$ cat src/rtl/monitor_temp_multicanal_pkg.sv
// Shared types and helpers for the multichannel temperature monitor:
// FSM encoding, channel-index width and the sensor fault code.
package monitor_temp_multicanal_pkg;

   typedef enum logic [1:0] {
      ESPERA  = 2'b00,
      LEER    = 2'b01,
      DECIDIR = 2'b10,
      ALERTA  = 2'b11
   } estado_t;

   // Channel index width, never narrower than one bit.
   function automatic int ancho_canal(input int n);
      return (n <= 2) ? 1 : $clog2(n);
   endfunction

   // All-ones sample of a tw-bit sensor marks a broken channel.
   function automatic logic [31:0] codigo_falla(input int tw);
      return (32'd1 << tw) - 32'd1;
   endfunction

endpackage

$ cat src/rtl/monitor_temp_multicanal_if.sv
// Sensor/actuator bundle of the temperature monitor; slave side is the monitor,
// master side is whoever feeds samples and consumes the commands.
interface monitor_temp_multicanal_if #(
   parameter int N_CH = 4,
   parameter int TW   = 5
);
   import monitor_temp_multicanal_pkg::*;

   localparam int CW = ancho_canal(N_CH);

   logic [N_CH*TW-1:0] Temperatura;
   logic               DatosListos;
   logic               Presencia;
   logic               Ignicion;
   logic               Ventilacion;
   logic               Alarma;
   logic               Peligro;
   logic [TW-1:0]      TempMax;
   logic [CW-1:0]      CanalMax;
   logic [1:0]         Estados;
   logic [N_CH-1:0]    Falla;

   modport master (
      output Temperatura, DatosListos, Presencia, Ignicion,
      input  Ventilacion, Alarma, Peligro, TempMax, CanalMax, Estados, Falla
   );

   modport slave (
      input  Temperatura, DatosListos, Presencia, Ignicion,
      output Ventilacion, Alarma, Peligro, TempMax, CanalMax, Estados, Falla
   );

endinterface

$ cat src/rtl/monitor_temp_multicanal_comparador.sv
// Hysteresis level: sets at valor >= UMBRAL (when confirmar), clears below UMBRAL-HYST.
// nivel shows the freshly computed level during the actualizar cycle, the held level otherwise.
module comparador_histeresis #(
   parameter int TW     = 5,
   parameter int UMBRAL = 20,
   parameter int HYST   = 2
) (
   input  logic          clk,
   input  logic          rst,
   input  logic [TW-1:0] valor,
   input  logic          actualizar,
   input  logic          confirmar,
   output logic          nivel
);
   localparam logic [TW:0] K_ALTO = (TW+1)'(UMBRAL);
   localparam logic [TW:0] K_BAJO = (TW+1)'(UMBRAL - HYST);

   logic          r_nivel;
   logic          w_nivel_sig;
   logic [TW:0]   w_valor;

   assign w_valor = {1'b0, valor};

   always_comb begin
      w_nivel_sig = r_nivel;
      if (confirmar && (w_valor >= K_ALTO))
         w_nivel_sig = 1'b1;
      else if (w_valor < K_BAJO)
         w_nivel_sig = 1'b0;
   end

   always_ff @(posedge clk or negedge rst) begin
      if (!rst)
         r_nivel <= 1'b0;
      else if (actualizar)
         r_nivel <= w_nivel_sig;
   end

   assign nivel = actualizar ? w_nivel_sig : r_nivel;

endmodule

$ cat src/rtl/monitor_temp_multicanal.sv
// Scans N_CH latched samples one per cycle for the hottest channel, then updates fan/alarm
// levels; results land N_CH+1 cycles after the strobe. Fault skipping: MONITOR_FALLA_SENSOR_EN.
module monitor_temp_multicanal
   import monitor_temp_multicanal_pkg::*;
#(
   parameter int N_CH    = 4,
   parameter int TW      = 5,
   parameter int T_VENT  = 20,
   parameter int T_ALARM = 28,
   parameter int HYST    = 2,
   parameter int N_CONF  = 3
) (
   input  logic                    clk,
   input  logic                    rst,
   monitor_temp_multicanal_if.slave bus
);
   localparam int CW = ancho_canal(N_CH);
   localparam int NW = $clog2(N_CONF + 1);
   localparam logic [CW-1:0] K_ULT   = CW'(N_CH - 1);
   localparam logic [NW-1:0] K_CONF  = NW'(N_CONF);
   localparam logic [TW:0]   K_ALARM = (TW+1)'(T_ALARM);

   estado_t          r_estado, w_estado_sig;
   logic [TW-1:0]    r_muestra [N_CH];
   logic [CW-1:0]    r_idx, r_canal, r_cmax;
   logic [TW-1:0]    r_max, r_tmax;
   logic             r_hallado, r_vent, r_alarma, r_peligro;
   logic [NW-1:0]    r_cont;
   logic [N_CH-1:0]  r_falla;

   logic [N_CH-1:0]  w_falla_vec;
   logic [TW-1:0]    w_cur, w_max_scan, w_max_eval;
   logic [CW-1:0]    w_canal_scan, w_canal_eval;
   logic             w_toma, w_hallado, w_final, w_vent_niv, w_pel_niv;
   logic [NW-1:0]    w_cont_sig;

`ifdef MONITOR_FALLA_SENSOR_EN
   localparam logic [TW-1:0] K_FALLA = TW'(codigo_falla(TW));
   always_comb begin
      w_falla_vec = '0;
      for (int c = 0; c < N_CH; c++)
         w_falla_vec[c] = (r_muestra[c] == K_FALLA);
   end
`else
   assign w_falla_vec = '0;
`endif

   // Strictly-greater keeps the lowest index on ties; the first valid channel always seeds the max.
   assign w_cur        = r_muestra[r_idx];
   assign w_toma       = !w_falla_vec[r_idx] && (!r_hallado || (w_cur > r_max));
   assign w_max_scan   = w_toma ? w_cur : r_max;
   assign w_canal_scan = w_toma ? r_idx : r_canal;
   assign w_hallado    = r_hallado | !w_falla_vec[r_idx];
   assign w_max_eval   = w_hallado ? w_max_scan : '0;
   assign w_canal_eval = w_hallado ? w_canal_scan : '0;
   assign w_final      = (r_estado == DECIDIR) && (r_idx == K_ULT);

   always_comb begin
      w_cont_sig = '0;
      if (w_hallado && ({1'b0, w_max_eval} >= K_ALARM))
         w_cont_sig = (r_cont == K_CONF) ? r_cont : r_cont + NW'(1);
   end

   comparador_histeresis #(.TW(TW), .UMBRAL(T_VENT), .HYST(HYST)) u_vent (
      .clk(clk), .rst(rst), .valor(w_max_eval), .actualizar(w_final),
      .confirmar(1'b1), .nivel(w_vent_niv)
   );

   comparador_histeresis #(.TW(TW), .UMBRAL(T_ALARM), .HYST(HYST)) u_peligro (
      .clk(clk), .rst(rst), .valor(w_max_eval), .actualizar(w_final),
      .confirmar(w_cont_sig == K_CONF), .nivel(w_pel_niv)
   );

   always_comb begin
      w_estado_sig = r_estado;
      case (r_estado)
         ESPERA, ALERTA: if (bus.DatosListos) w_estado_sig = LEER;
         LEER:           w_estado_sig = DECIDIR;
         DECIDIR:        if (r_idx == K_ULT) w_estado_sig = w_pel_niv ? ALERTA : ESPERA;
         default:        w_estado_sig = ESPERA;
      endcase
   end

   always_ff @(posedge clk or negedge rst) begin
      if (!rst)
         r_estado <= ESPERA;
      else
         r_estado <= w_estado_sig;
   end

   always_ff @(posedge clk or negedge rst) begin
      if (!rst) begin
         for (int c = 0; c < N_CH; c++) r_muestra[c] <= '0;
         r_idx     <= '0;
         r_canal   <= '0;
         r_max     <= '0;
         r_hallado <= 1'b0;
         r_cont    <= '0;
         r_tmax    <= '0;
         r_cmax    <= '0;
         r_vent    <= 1'b0;
         r_alarma  <= 1'b0;
         r_peligro <= 1'b0;
         r_falla   <= '0;
      end else if (r_estado == LEER) begin
         for (int c = 0; c < N_CH; c++) r_muestra[c] <= bus.Temperatura[c*TW +: TW];
         r_idx     <= '0;
         r_canal   <= '0;
         r_max     <= '0;
         r_hallado <= 1'b0;
      end else if (r_estado == DECIDIR) begin
         r_max     <= w_max_scan;
         r_canal   <= w_canal_scan;
         r_hallado <= w_hallado;
         r_idx     <= r_idx + CW'(1);
         if (w_final) begin
            r_tmax    <= w_max_eval;
            r_cmax    <= w_canal_eval;
            r_cont    <= w_cont_sig;
            r_vent    <= w_vent_niv & bus.Ignicion;
            r_peligro <= w_pel_niv;
            r_alarma  <= w_pel_niv & bus.Presencia;
            r_falla   <= w_falla_vec;
         end
      end
   end

   assign bus.Ventilacion = r_vent;
   assign bus.Alarma      = r_alarma;
   assign bus.Peligro     = r_peligro;
   assign bus.TempMax     = r_tmax;
   assign bus.CanalMax    = r_cmax;
   assign bus.Estados     = r_estado;
   assign bus.Falla       = r_falla;

endmodule
$ cat src/flat_wrapper.sv
// flat-port wrapper written by rule: the top's interface ports become plain ports
module monitor_temp_multicanal_flat import monitor_temp_multicanal_pkg::*;
#(
   parameter int N_CH    = 4,
   parameter int TW      = 5,
   parameter int T_VENT  = 20,
   parameter int T_ALARM = 28,
   parameter int HYST    = 2,
   parameter int N_CONF  = 3
)
  (clk, rst, bus_Temperatura, bus_DatosListos, bus_Presencia, bus_Ignicion, bus_Ventilacion, bus_Alarma, bus_Peligro, bus_TempMax, bus_CanalMax, bus_Estados, bus_Falla);
  monitor_temp_multicanal_if #(.N_CH(N_CH), .TW(TW)) bus_i ();
  input  logic clk;
  input  logic rst;
  input wire logic [$bits(bus_i.Temperatura)-1:0] bus_Temperatura;
  input wire logic [$bits(bus_i.DatosListos)-1:0] bus_DatosListos;
  input wire logic [$bits(bus_i.Presencia)-1:0] bus_Presencia;
  input wire logic [$bits(bus_i.Ignicion)-1:0] bus_Ignicion;
  output wire logic [$bits(bus_i.Ventilacion)-1:0] bus_Ventilacion;
  output wire logic [$bits(bus_i.Alarma)-1:0] bus_Alarma;
  output wire logic [$bits(bus_i.Peligro)-1:0] bus_Peligro;
  output wire logic [$bits(bus_i.TempMax)-1:0] bus_TempMax;
  output wire logic [$bits(bus_i.CanalMax)-1:0] bus_CanalMax;
  output wire logic [$bits(bus_i.Estados)-1:0] bus_Estados;
  output wire logic [$bits(bus_i.Falla)-1:0] bus_Falla;
  assign bus_i.Temperatura = bus_Temperatura;
  assign bus_i.DatosListos = bus_DatosListos;
  assign bus_i.Presencia = bus_Presencia;
  assign bus_i.Ignicion = bus_Ignicion;
  assign bus_Ventilacion = bus_i.Ventilacion;
  assign bus_Alarma = bus_i.Alarma;
  assign bus_Peligro = bus_i.Peligro;
  assign bus_TempMax = bus_i.TempMax;
  assign bus_CanalMax = bus_i.CanalMax;
  assign bus_Estados = bus_i.Estados;
  assign bus_Falla = bus_i.Falla;
  monitor_temp_multicanal #(.N_CH(N_CH), .TW(TW), .T_VENT(T_VENT), .T_ALARM(T_ALARM), .HYST(HYST), .N_CONF(N_CONF)) u_core (.clk(clk), .rst(rst), .bus(bus_i));
endmodule
$ cat config.mk
export PLATFORM = sky130hd
export DESIGN_NAME = monitor_temp_multicanal_flat
export DESIGN_NICKNAME = d
export VERILOG_FILES = /design/src/rtl/monitor_temp_multicanal_pkg.sv /design/src/rtl/monitor_temp_multicanal_if.sv /design/src/rtl/monitor_temp_multicanal_comparador.sv /design/src/rtl/monitor_temp_multicanal.sv /design/src/flat_wrapper.sv
export SDC_FILE = /design/constraint.sdc
export NUM_CORES = 1
export LEC_CHECK = 0
export BUFFER_PORTS_ARGS = -buffer_cell sky130_fd_sc_hd__buf_2
export CAP_MARGIN = 10
export CORE_UTILIZATION = 55
export CTS_BUF_LIST = sky130_fd_sc_hd__clkbuf_8
export CTS_CLUSTER_DIAMETER = 120
export DETAILED_ROUTE_END_ITERATION = 8
export PLACE_DENSITY = 0.76
export REMOVE_ABC_BUFFERS = 1
export SETUP_SLACK_MARGIN = 0.3
export SLEW_MARGIN = 10
export SYNTH_ARGS = -nofsm -noshare
export SYNTH_HDL_FRONTEND = slang
export SYNTH_SLANG_ARGS = --single-unit
$ cat constraint.sdc
create_clock -name clk -period 3.2 [get_ports clk]
set_input_delay 0.64 -clock clk [delete_from_list [all_inputs] [get_ports clk]]
set_output_delay 0.64 -clock clk [all_outputs]
set_load 0.1 [all_outputs]
# Word level (Yosys, flattened, before mapping)
# Cells that the tools add are included.
# W data, S select, Z words.
[word_totals]
ff_bits = 46
elab_cells = 80
in_bits = 25
output_inout_bits = 16
[classes]
n_eq_ne = 8
add_sub_neg = 2
n_reduce_logical = 12
mux = 29
order_cmp = 7
bitwise = 5
[op_table]
columns = ["operator", "n"]
rows = [
  ["$mux W5", 6],
  ["$mux W2", 11],
  ["$bmux W5 S2", 1],
  ["$eq A2 B2 Y1 const B", 5],
  ["$ge A5 B5 Y1 const B", 2],
  ["$lt A5 B5 Y1 const B", 2],
  ["$mux W1", 9],
  ["$pmux W2 S3", 1],
  ["$gt A5 B5 Y1", 1],
  ["$add A2 B1 Y2 const B", 2],
  ["$logic_and A1 B1 Y1", 4],
  ["$ne A2 B2 Y1 const B", 2],
  ["$ge A3 B3 Y1 const B", 1],
  ["$lt A2 B3 Y1 const B", 1],
  ["$not A2 Y3", 1],
  ["$reduce_and A3 Y1", 1],
  ["$and A1 B1 Y1", 2],
  ["$bmux W1 S2", 1],
  ["$eq A2 B1 Y1 const B", 1],
  ["$logic_not A1 Y1", 2],
  ["$logic_not A2 Y1", 1],
  ["$reduce_and A2 Y1", 1],
  ["$reduce_bool A2 Y1", 1],
  ["$reduce_or A2 Y1", 1],
  ["3 further kinds", 3],
]

# Logic depth before layout (Yosys ltp)
# Gate-level depths: netlist of run 1.
[logic_depth]
ltp_word = 19
ltp_mapped = 12
ltp_nobuf = 10

# Cells and area by module
# A second synthesis of run 1 with hierarchy kept.
[unflattened]
cells_unflattened = 204
hier_area_um2 = 2346.0
[modules_own_cells]
columns = ["module", "area_per_inst_um2", "cells_per_inst", "instances"]
rows = [
  ["monitor_temp_multicanal", 2239.6, 193, 1],
  ["comparador_histeresis at u_core.u_vent", 53.8, 5, 1],
  ["comparador_histeresis at u_core.u_peligro", 52.6, 6, 1],
]

# Least setup slack after synthesis of run 1
# Ideal clock, no wire load.
[synth_path]
path_type = "flip-flop to flip-flop"
from = "reg u_core.r_idx[0]"
to = "reg u_core.r_estado[0] (netlist: u_core.bus.Estados[0])"
setup_time_ns = 0.140
arrival_ns = 2.596
path_slack_ns = 0.464
required_time_ns = 3.060
path_stages_with_launch = 10
path_cell_list = "dfrtp_1 buf_6 mux4_2 ha_1 a211o_1 o22a_1 and3_4 a22o_4 a21oi_4 a41oi_1"
[synth_via]
elab_chain_len = 19
[synth_rtl]
columns = ["element", "line_no", "rtl"]
rows = [
  ["start: declaration", "monitor_temp_multicanal.sv:25", "logic [CW-1:0] r_idx, r_canal, r_cmax;"],
  ["start signal: assignment", "monitor_temp_multicanal.sv:115", "r_idx <= r_idx + CW'(1);"],
  ["$not A2 Y3 (implied by the code)", "monitor_temp_multicanal.sv:49", "assign w_cur = r_muestra[r_idx];"],
  ["$bmux W5 S2", "monitor_temp_multicanal.sv:49", ""],
  ["$mux W5 (implied by the code) (2 in a row)", "monitor_temp_multicanal.sv:49", ""],
  ["$gt A5 B5 Y1", "monitor_temp_multicanal.sv:50", "assign w_toma = !w_falla_vec[r_idx] && (!r_hallado || (w_cur > r_max));"],
  ["$logic_or A1 B1 Y1", "monitor_temp_multicanal.sv:50", ""],
  ["$logic_and A1 B1 Y1", "monitor_temp_multicanal.sv:50", ""],
  ["$mux W5", "monitor_temp_multicanal.sv:51", "assign w_max_scan = w_toma ? w_cur : r_max;"],
  ["$mux W5", "monitor_temp_multicanal.sv:54", "assign w_max_eval = w_hallado ? w_max_scan : '0;"],
  ["$ge A5 B5 Y1", "monitor_temp_multicanal_comparador.sv:26, monitor_temp_multicanal.sv:60", ""],
  ["$logic_and A1 B1 Y1", "monitor_temp_multicanal.sv:60", "if (w_hallado && ({1'b0, w_max_eval} >= K_ALARM))"],
  ["$mux W2", "monitor_temp_multicanal.sv:60", ""],
  ["$eq A2 B2 Y1", "monitor_temp_multicanal.sv:71", ".confirmar(w_cont_sig == K_CONF), .nivel(w_pel_niv)"],
  ["$logic_and A1 B1 Y1", "monitor_temp_multicanal_comparador.sv:26", "if (confirmar && (w_valor >= K_ALTO))"],
  ["$mux W1", "monitor_temp_multicanal_comparador.sv:26", ""],
  ["$mux W1", "--", ""],
  ["$mux W2 (2 in a row)", "monitor_temp_multicanal.sv:79", "DECIDIR: if (r_idx == K_ULT) w_estado_sig = w_pel_niv ? ALERTA : ESPERA;"],
  ["$pmux W2 S3", "monitor_temp_multicanal.sv:76", "case (r_estado)"],
  ["end signal: assignment", "monitor_temp_multicanal.sv:88", "r_estado <= w_estado_sig;"],
  ["end: declaration", "monitor_temp_multicanal.sv:23", "estado_t r_estado, w_estado_sig;"],
]
# Several ways; a longest one is shown, not always the timed one. The select of a mux whose other input is x is not followed.
# A chain may end at the register's enable or synchronous reset.

# Final worst setup path of run 1
[layout_path]
from = "reg u_core.r_idx[0]"
to = "reg u_core.r_estado[1] (netlist: u_core.bus.Estados[1])"
# Same word-level chain as after synthesis.

==> results of run 1 <==
[state kept, by name, indices dropped and copies added (netlist names)]
| register | flops |
|---|---|
| u_core.r_muestra | 20 |
| u_core.bus.TempMax | 5 |
| u_core.r_max | 5 |
| u_core.bus.CanalMax | 2 |
| u_core.bus.Estados | 2 |
| u_core.r_canal | 2 |
| u_core.r_cont | 2 |
| u_core.r_idx | 2 |
| u_core.bus.Alarma | 1 |
| u_core.bus.Peligro | 1 |
| u_core.bus.Ventilacion | 1 |
| u_core.r_hallado | 1 |
| u_core.u_peligro.r_nivel | 1 |
| u_core.u_vent.r_nivel | 1 |
[worst register-to-register path, cell delays in order, from the launching register on]
cell and delay, ns:
dfrtp_2 0.47, mux4_2 0.59, ha_1 0.34, a211o_1 0.27
o22a_2 0.26, nor3_1 0.32, a22o_1 0.29, a21oi_4 0.06
o31ai_1 0.19
[area by class of cell]
cell class	count	area [µm²]
Fill cell	312	1350
Sequential cell	46	1150
Multi-Input combinational cell	134	1020
Timing Repair Buffer	47	267
Clock buffer	5	68.8
Tap cell	50	62.6
Clock inverter	3	43.8
Inverter	11	41.3
[repair_timing]
item / 4_1_cts / 5_1_grt
buffers inserted: 0 / 6
hold endpoints to repair: 0 / 0
setup endpoints to repair: 5 / 5
pin swaps: 0 / 1
gates resized for setup: 1 / 2
[cells in the mapped netlist]
master	instances
o21ai_1	17
mux4_2	5
buf_4	4
a21oi_4	1
nor2_1	10
a22o_4	1
a41oi_1	1
and3_4	1
dfrtp_1	46
mux2i_1	2
a211oi_1	1
a31o_2	1
ha_1	8
buf_1	3
nand3_1	2
o22a_1	1
nor3_1	1
a21oi_1	12
a31oi_1	2
o21ai_0	2
buf_2	1
a22o_1	7
buf_6	1
nand2b_1	3
nor2b_1	3
inv_1	11
a21boi_1	1
and2_1	1
nand4_1	1
mux2_2	21
clkbuf_1	5
o31ai_1	2
conb_1	1
o21a_1	2
or2_2	1
a211o_1	1
nand2_1	19
[logic make-up (layout without fill, tap and decap cells)]
family / Yosys count / in the layout / share of synthesized area
other: 1 / 4 / 0.00165
buffers and inverters: 25 / 66 / 0.0517
adders and majority gates: 8 / 8 / 0.0440
DFF: 46 / 46 / 0.506
muxes: 28 / 28 / 0.162
AOI/OAI and AO/OA: 52 / 52 / 0.151
and+or+nand+nor: 42 / 42 / 0.0841
[layer usage]
metal	up-vias	track usage	part of all wire
li1	797	-	-
met1	793	0.303	0.46
met2	44	0.344	0.49
met3	7	0.0586	0.038
met4	0	0.0798	0.013
met5	-	0	0
[how the worst min path moves through the flow]
stage / from / endpoint
2_1_floorplan: rst / u_core.bus.Alarma
3_3_place_gp: u_core.bus.TempMax[1] / u_core.bus.TempMax[1]
3_5_place_dp: u_core.bus.TempMax[0] / u_core.bus.TempMax[0]
4_1_cts: u_core.bus.TempMax[0] / u_core.bus.TempMax[0]
5_1_grt: u_core.u_vent.r_nivel / u_core.u_vent.r_nivel
6_report: u_core.bus.TempMax[0] / u_core.bus.TempMax[0]
[metrics by stage]
stage                     hold WS [ns]   util
after floorplan                  0.344      -
after global placement           0.462  0.623
after detailed placement         0.470  0.623
after CTS                        0.490  0.651
after global routing             0.526  0.664
final                            0.482  0.664
[power groups by stage]
stage | logic (µW) | clock network, µW | registers [µW]
floorplan | 1130 | 0 | 1210
global placement | 1770 | 0 | 974
detailed placement | 1800 | 0 | 986
CTS | 1810 | 441 | 976
global route | 2130 | 464 | 1010
finish | 1950 | 434 | 978
[cells in the final DEF, fill, tap and decap left out, types with 2 or more instances in the layout]
cell type	count
a21oi_1	12
a22o_1	7
a31oi_1	2
buf_2	36
buf_4	10
clkbuf_8	5
conb_1	4
dfrtp_1	45
ha_1	8
inv_1	11
mux2_2	21
mux2i_1	2
mux4_2	5
nand2_1	19
nand2b_1	3
nand3_1	2
nor2_1	10
nor2b_1	3
o21a_1	2
o21ai_0	2
o21ai_1	17
o31ai_1	2
==> flow_metrics.tcl, run 1 <==
set metrics [dict create \
    crit_arrival_ns 3.09 \
    synth_area_leader_cell "dfrtp_1" \
    p_sw_uw 1480 \
    antenna_left 0 \
    clockBufferDepth 2 \
    coreArea_um2 4000 \
    power_frac_comb 0.581 \
    area_growth_pct 16.7 \
    rr_startpoint "u_core.r_idx[0]" \
    placed_area_um2 2490 \
    yosysSeqAreaShare 0.506 \
    path_clk_slew_ns 0.09 \
    ys_types 37 \
    drv_cap 0 \
    tns_ns 0 \
    hold_buffers 0 \
    synth_area_leaders "dfrtp_1 (51%), mux2_2 (10%), mux4_2 (4.9%)" \
    tightest_slew_ns 1.01 \
    htreeDepth 2 \
    worst-path-max-fanout 7 \
    drt_iter0_drc 82 \
    n_antenna_cell 0 \
    power.density_nw_per_um2 1270 \
    antenna_found_initial 0 \
    num_rows 23 \
    r2r_end "u_core.bus.Estados[1]" \
    crit_family "compound AO/OA/AOI/OAI gates" \
    place_inst 282 \
    clockRootBuffer "clkbuf_8" \
    status "finished clean" \
    fmax_mhz 347 \
    layout-drive-gt1-share 0.358 \
    fin_cells 296 \
    finalHoldViolations 0 \
    critPathBufInv 0 \
    clockPowerShare 0.129 \
    die-area_um2 4400 \
    grt_pass1_vias 1538 \
    crit_slowest_cell "mux4_2" \
    post-route-cell-area_um2 2660 \
    grt_setup_unrepaired "yes" \
    setup_ws_ns 0.319 \
    synth_warnings 0 \
    crit_cells 8 \
    cts_tree "done" \
    worstSetupStartpointType "flop" \
    sw_frac_of_total 0.440 \
    fin_nets 278 \
    min_period_over_period 0.900 \
    vias 1641 \
    cts-buffers-inserted 5 \
    cp.required_ns 3.41 \
    clk_latency_ns 0.30 \
    p_int_uw 1880 \
    r2r.worst_path.cells 8 \
    seq_power_share 0.290 \
    grt_usage 0.223 \
    yosysTopAreaCellShare 0.506 \
    num_io_pins 41 \
    vias_per_cell 5.54 \
    netlist_area_um2 2280 \
    wl_um 4470 \
    dieWidth_um 66.3 \
    overflow 0 \
    vdd_drop_max_uv 603 \
    routabilityCongestion 0.897 \
    grt_max_degree 47 \
    die_y_um 66.3 \
    initial_core_util 0.569 \
    grt_first_pass_wirelength_um 7170 \
    total_power_uw 3370 \
    cts_sinks 46 \
    slew_headroom 0.329 \
    crit_chain "mux4_2 > ha_1 > a211o_1 > o22a_2 > nor3_1 > a22o_1 > a21oi_4 > o31ai_1" \
    ys_ff_latch 46 \
    drcViolationCount 0 \
    critPathMaxStageDelay_ns 0.59 \
    dp_slack_ns 0.283 \
    worst_hold_path_type "reg -> reg" \
    setup_violations 0 \
    hold_depth 2 \
    fin_skew_ns 0.00892 \
    wl_per_cell_um 15.1 \
    reg2reg_setup_slack_ns 0.32 \
    drt-pass1-iter-count 4 \
    critPathKind "reg -> reg" \
    place_hpwl_um 3090 \
    endpoint "u_core.bus.Estados[1]" \
    crit_start "u_core.r_idx[0]" \
    avgSynthCellArea_um2 11.3 \
    p_leak_uw 0.00125 \
    period_needed_ns 2.88 \
    synthCells 202 \
    cp-end-kind "flop" \
    slew_violations 0 \
    portBuffers 36 \
]
Note: power is estimated with default switching activity, not from simulation.
==> inputs of run 2 (changes only) <==
BUFFER_PORTS_ARGS = unset   (was -buffer_cell sky130_fd_sc_hd__buf_2)
CTS_BUF_LIST = sky130_fd_sc_hd__clkbuf_4 sky130_fd_sc_hd__clkbuf_8 sky130_fd_sc_hd__clkbuf_16   (was sky130_fd_sc_hd__clkbuf_8)
DONT_BUFFER_PORTS = 1   (was unset)
PLACE_DENSITY = 0.67   (was 0.76)
==> flow_metrics.tcl, run 2 (synthesized netlist as in run 1, its figures left out) <==
set metrics [dict create \
    slew_violations 0 \
    vias 1485 \
    drt_iter0_drc 83 \
    antenna_found_initial 0 \
    fill_cells 324 \
    worst_hold_path_type "in -> async" \
    post-route-cell-area_um2 2510 \
    status "finished clean" \
    fmax_mhz 364 \
    period_needed_ns 2.75 \
    critPathKind "reg -> reg" \
    slew_headroom 0.395 \
    gr-max-usage-layer "met2" \
    use_met3 0.0690 \
    drcViolationCount 0 \
    layout-drive-gt1-share 0.251 \
    clk_latency_ns 0.30 \
    placed_area_um2 2320 \
    largest_reg_flops 20 \
    clockRootBuffer "clkbuf_8" \
    finalHoldViolations 0 \
    routabilityCongestion 0.815 \
    num_rows 23 \
    final_cell_mix "dfrtp_1 (45), mux2_2 (21), nand2_1 (19)" \
    cts_sinks 46 \
    grt_first_pass_wirelength_um 7060 \
    fin_skew_ns 0.00936 \
    clockBufferDepth 2 \
    whs_ns 0.0243 \
    final_util 0.627 \
    htreeDepth 2 \
    drt-pass1-iter-count 4 \
    tns_ns 0 \
    met1_usage 0.285 \
    area_growth_pct 10.2 \
    crit_arrival_ns 2.98 \
    cp.required_ns 3.43 \
    path_clk_slew_ns 0.08 \
    drv_cap 0 \
    vias_per_cell 5.69 \
    initial_core_util 0.569 \
    grt_max_degree 47 \
    worst-path-max-fanout 5 \
    regMostFlops "u_core.r_muestra" \
    coreArea_um2 4000 \
    wl_per_cell_um 16.2 \
    setup_violations 0 \
    use_met2 0.337 \
    cts_tree "done" \
    antenna_left 0 \
    portBuffers 0 \
    wl_um 4240 \
    min_period_over_period 0.859 \
    grt_usage 0.218 \
    grt_pass1_vias 1500 \
    fin_nets 243 \
    n_antenna_cell 0 \
    place_hpwl_um 3040 \
    num_io_pins 41 \
    hold_buffers 0 \
    tightest_slew_ns 0.908 \
    grt_setup_unrepaired "no" \
    die-area_um2 4400 \
    overflow 0 \
    die_y_um 66.3 \
    dieWidth_um 66.3 \
    cts-buffers-inserted 5 \
    cp-end-kind "flop" \
    final_common_cell "dfrtp_1" \
    final-seq-area_um2 1150 \
    multi_input_area_um2 1020 \
    worstSetupStartpointType "flop" \
]
-- run 2: cell count changes in the layout (fill, tap and decap cells not counted) --
cell / change
buf_2: -36
buf_4: +2
buf_6: -1
bufinv_16: +1
clkbuf_8: +1
clkinv_2: -1
inv_6: -1
-- run 2: final cells by class --
type | instances | share of cell area
Clock inverter | 2 | 0.0239
Sequential cell | 46 | 0.459
Clock buffer | 6 | 0.0329
Multi-Input combinational cell | 134 | 0.406
Inverter | 11 | 0.0165
Tap cell | 50 | 0.0249
Timing Repair Buffer | 12 | 0.0359
-- run 2: final timing paths --
| check | slack (ns) | start | endpoint | cells after the start |
|---|---|---|---|---|
| setup / recovery | 0.45 | u_core.r_idx[0] | u_core.bus.Ventilacion | 10 |
| hold / removal | 0.02 | rst | u_core.bus.Ventilacion | 0 |
| setup reg to reg | 0.45 | u_core.r_idx[0] | u_core.bus.Ventilacion | 10 |
| hold reg to reg | 0.49 | u_core.r_canal[1] | u_core.r_canal[1] | 2 |
| max in group asynchronous | 3.06 | rst | u_core.r_idx[0] | 0 |
| min in group clk | 0.46 | bus_Ignicion | u_core.bus.Ventilacion | 2 |
-- run 2: repair_timing --
action                                  in CTS  in global routing
cloned                                       0                  0
gates resized for setup                      2                  0
pin swaps                                    0                  1
setup buffers                                1                  5
endpoints found under the setup margin       5                  3
-- run 2: stage by stage --
stage          setup slack, ns  std cells
6_report                 0.450        261
5_1_grt                  0.291        261
4_1_cts                  0.335        256
3_5_place_dp             0.154        247
3_3_place_gp             0.223        247
2_1_floorplan            0.119        191
-- run 2: worst max-delay path: stages, from the launching register on --
cell and delay, ns:
dfrtp_2 0.44, mux4_2 0.59, ha_1 0.34, nand2b_1 0.07, a211oi_1 0.23, o22a_2 0.24
buf_4 0.14, mux2i_1 0.21, nand3_1 0.13, a21boi_1 0.15, o21ai_1 0.14
-- run 2: layer usage --
layer	wire length (µm)	up-vias
li1	-	718
met1	1910	731
met2	2090	30
met3	176	6
met4	59	0
met5	0	-
Power of run 2 is left out: the tool's default activity adds up to more than one toggle a clock period on the data nets, which glitch-free logic cannot reach.
==> inputs of run 3 (changes only) <==
--- a/config.mk
+++ b/config.mk
@@ -7,10 +7,10 @@
 export LEC_CHECK = 0
 export CAP_MARGIN = 10
-export CORE_UTILIZATION = 55
+export CORE_UTILIZATION = 35
 export CTS_BUF_LIST = sky130_fd_sc_hd__clkbuf_4 sky130_fd_sc_hd__clkbuf_8 sky130_fd_sc_hd__clkbuf_16
 export CTS_CLUSTER_DIAMETER = 120
 export DETAILED_ROUTE_END_ITERATION = 8
 export DONT_BUFFER_PORTS = 1
-export PLACE_DENSITY = 0.67
+export PLACE_DENSITY = 0.46
 export REMOVE_ABC_BUFFERS = 1
 export SETUP_SLACK_MARGIN = 0.3
==> constraint.sdc (replaced) <==
create_clock -name clk -period 3.2 [get_ports clk]
set_input_delay 0.64 -clock clk [delete_from_list [all_inputs] [get_ports clk]]
set_output_delay 0.64 -clock clk [all_outputs]
set_load 0.02 [all_outputs]
==> flow_metrics.tcl, run 3 (synthesized netlist as in run 1, its figures left out) <==
set metrics [dict create \
    cts-buffers-inserted 5 \
    clk_latency_ns 0.29 \
    slew_violations 0 \
    vias 1511 \
    drt_iter0_drc 120 \
    place_inst 273 \
    status "finished clean" \
    crit_arrival_ns 2.94 \
    tightest_slew_ns 0.683 \
    grt_max_degree 47 \
    cp.required_ns 3.37 \
    worst-path-max-fanout 7 \
    wl_per_cell_um 16.8 \
    setup_ws_ns 0.427 \
    fin_skew_ns 0.00333 \
    fill_cells 630 \
    n_antenna_cell 0 \
    drcViolationCount 0 \
    clockBufferDepth 2 \
    crit_slowest_cell "mux4_2" \
    dieWidth_um 82.6 \
    cts_tree "done" \
    wl_met3_um 226 \
    num_rows 29 \
    routabilityCongestion 0.843 \
    min_period_over_period 0.867 \
    cp-end-kind "flop" \
    maxUsedRoutingLayer "met4" \
    die-area_um2 6830 \
    crit_chain "mux4_2 > ha_4 > a211o_1 > o22a_4 > and3_4 > a22o_4 > a21oi_4 > a41oi_1" \
    initial_core_util 0.360 \
    die_y_um 82.6 \
    num_io_pins 41 \
    htreeDepth 2 \
    p_leak_uw 0.00109 \
    grt_setup_unrepaired "no" \
    wl_met1_um 2290 \
    slew_headroom 0.545 \
    coreArea_um2 6310 \
    drv_cap 0 \
    antenna_found_initial 0 \
    fin_cells 286 \
    power.density_nw_per_um2 1200 \
    path_clk_slew_ns 0.09 \
    final-seq-area_um2 1150 \
    regMostFlops "u_core.r_muestra" \
    worstSetupStartpointType "flop" \
    multi_input_area_um2 1040 \
    dr_wl_met2_um 2260 \
    critPathKind "reg -> reg" \
    tns_ns 0 \
    antenna_left 0 \
    setup_violations 0 \
    critPathMaxStageDelay_ns 0.58 \
    largest_reg_flops 20 \
    finalHoldViolations 0 \
    area_growth_pct 10.9 \
    overflow 0 \
    dp_slack_ns 0.196 \
    vias_per_cell 5.28 \
    final_cell_mix "dfrtp_1 (45), mux2_2 (21), nand2_1 (19)" \
    cts_sinks 46 \
    portBuffers 0 \
    grt_usage 0.149 \
    grt_pass1_vias 1458 \
    final_common_cell "dfrtp_1" \
    wl_um 4800 \
    fmax_mhz 361 \
    worst_hold_path_type "in -> async" \
    vdd_drop_max_uv 376 \
    layout-drive-gt1-share 0.244 \
    clockRootBuffer "clkbuf_8" \
    drt-pass1-iter-count 4 \
    place_hpwl_um 3430 \
    grt_first_pass_wirelength_um 7480 \
    fin_nets 241 \
    period_needed_ns 2.77 \
]
[run 3: cell count changes in the layout (fill, tap and decap cells not counted)]
cell           change
ha_4               +1
clkinv_2           +2
ha_1               -1
bufinv_16          -1
o22a_4             +1
dlygate4sd3_1      +2
clkbuf_8           -1
nor3_2             +1
buf_4              -4
o22a_2             -1
nor3_1             -1
[run 3: worst paths after layout]
check	startpoint	end	slack, ns	cells after the start
max	u_core.r_idx[0]	u_core.bus.Estados[0]	0.43	8
min	rst	u_core.bus.Estados[1]	0.03	0
max reg2reg	u_core.r_idx[0]	u_core.bus.Estados[0]	0.43	8
min reg2reg	u_core.r_canal[0]	u_core.r_canal[0]	0.50	2
max in group asynchronous	rst	u_core.r_idx[0]	2.05	1
min in group clk	bus_Presencia	u_core.bus.Alarma	0.46	2
[run 3: layout make-up]
type | count | share of cell area
multi-input cells | 134 | 0.414
flip-flops and latches | 46 | 0.457
well taps | 77 | 0.0382
repair buffers | 10 | 0.0317
clock inverters | 3 | 0.0159
clock buffers | 5 | 0.0273
inverters | 11 | 0.0164
[run 3: what timing repair did]
item                       4_1_cts  5_1_grt
hold buffers                     0        2
pin swaps                        0        1
setup endpoints to repair        6        7
setup buffers                    1        2
hold endpoints to repair         0       11
resized for setup                1        4
[run 3: power by group]
group	leakage, µW	internal (µW)	total (µW)	switching, µW
Sequential	0.000579	811	1020	209
Clock	0.0000579	230	426	195
Combinational	0.000449	780	1590	808
Total	0.00109	1820	3030	1210
[run 3: metrics by stage]
stage	utilization	hold slack, ns	power (µW)	area, µm²
6_report	0.400	0.0283	3030	2520
5_1_grt	0.400	0.00423	3280	2520
4_1_cts	0.390	0.0154	2960	2460
3_5_place_dp	0.371	0.346	2510	2340
3_3_place_gp	0.371	0.346	2480	2340
2_1_floorplan	-	0.344	2090	2210
[run 3: routing by layer]
layer	GRT usage	up-vias
met5	0	-
met4	0.0414	0
met3	0.0407	2
met2	0.230	40
met1	0.204	752
li1	-	717
[run 3: worst max-delay path: cells and delay by family (launching register included)]
| family | cells | cell delay (ns) |
|---|---|---|
| multiplexers | 1 | 0.58 |
| adder cells (fa/ha/maj) | 1 | 0.26 |
| AO/OA/AOI/OAI | 5 | 1.14 |
| AND/OR/NAND/NOR | 1 | 0.20 |
| flip-flops | 1 | 0.46 |
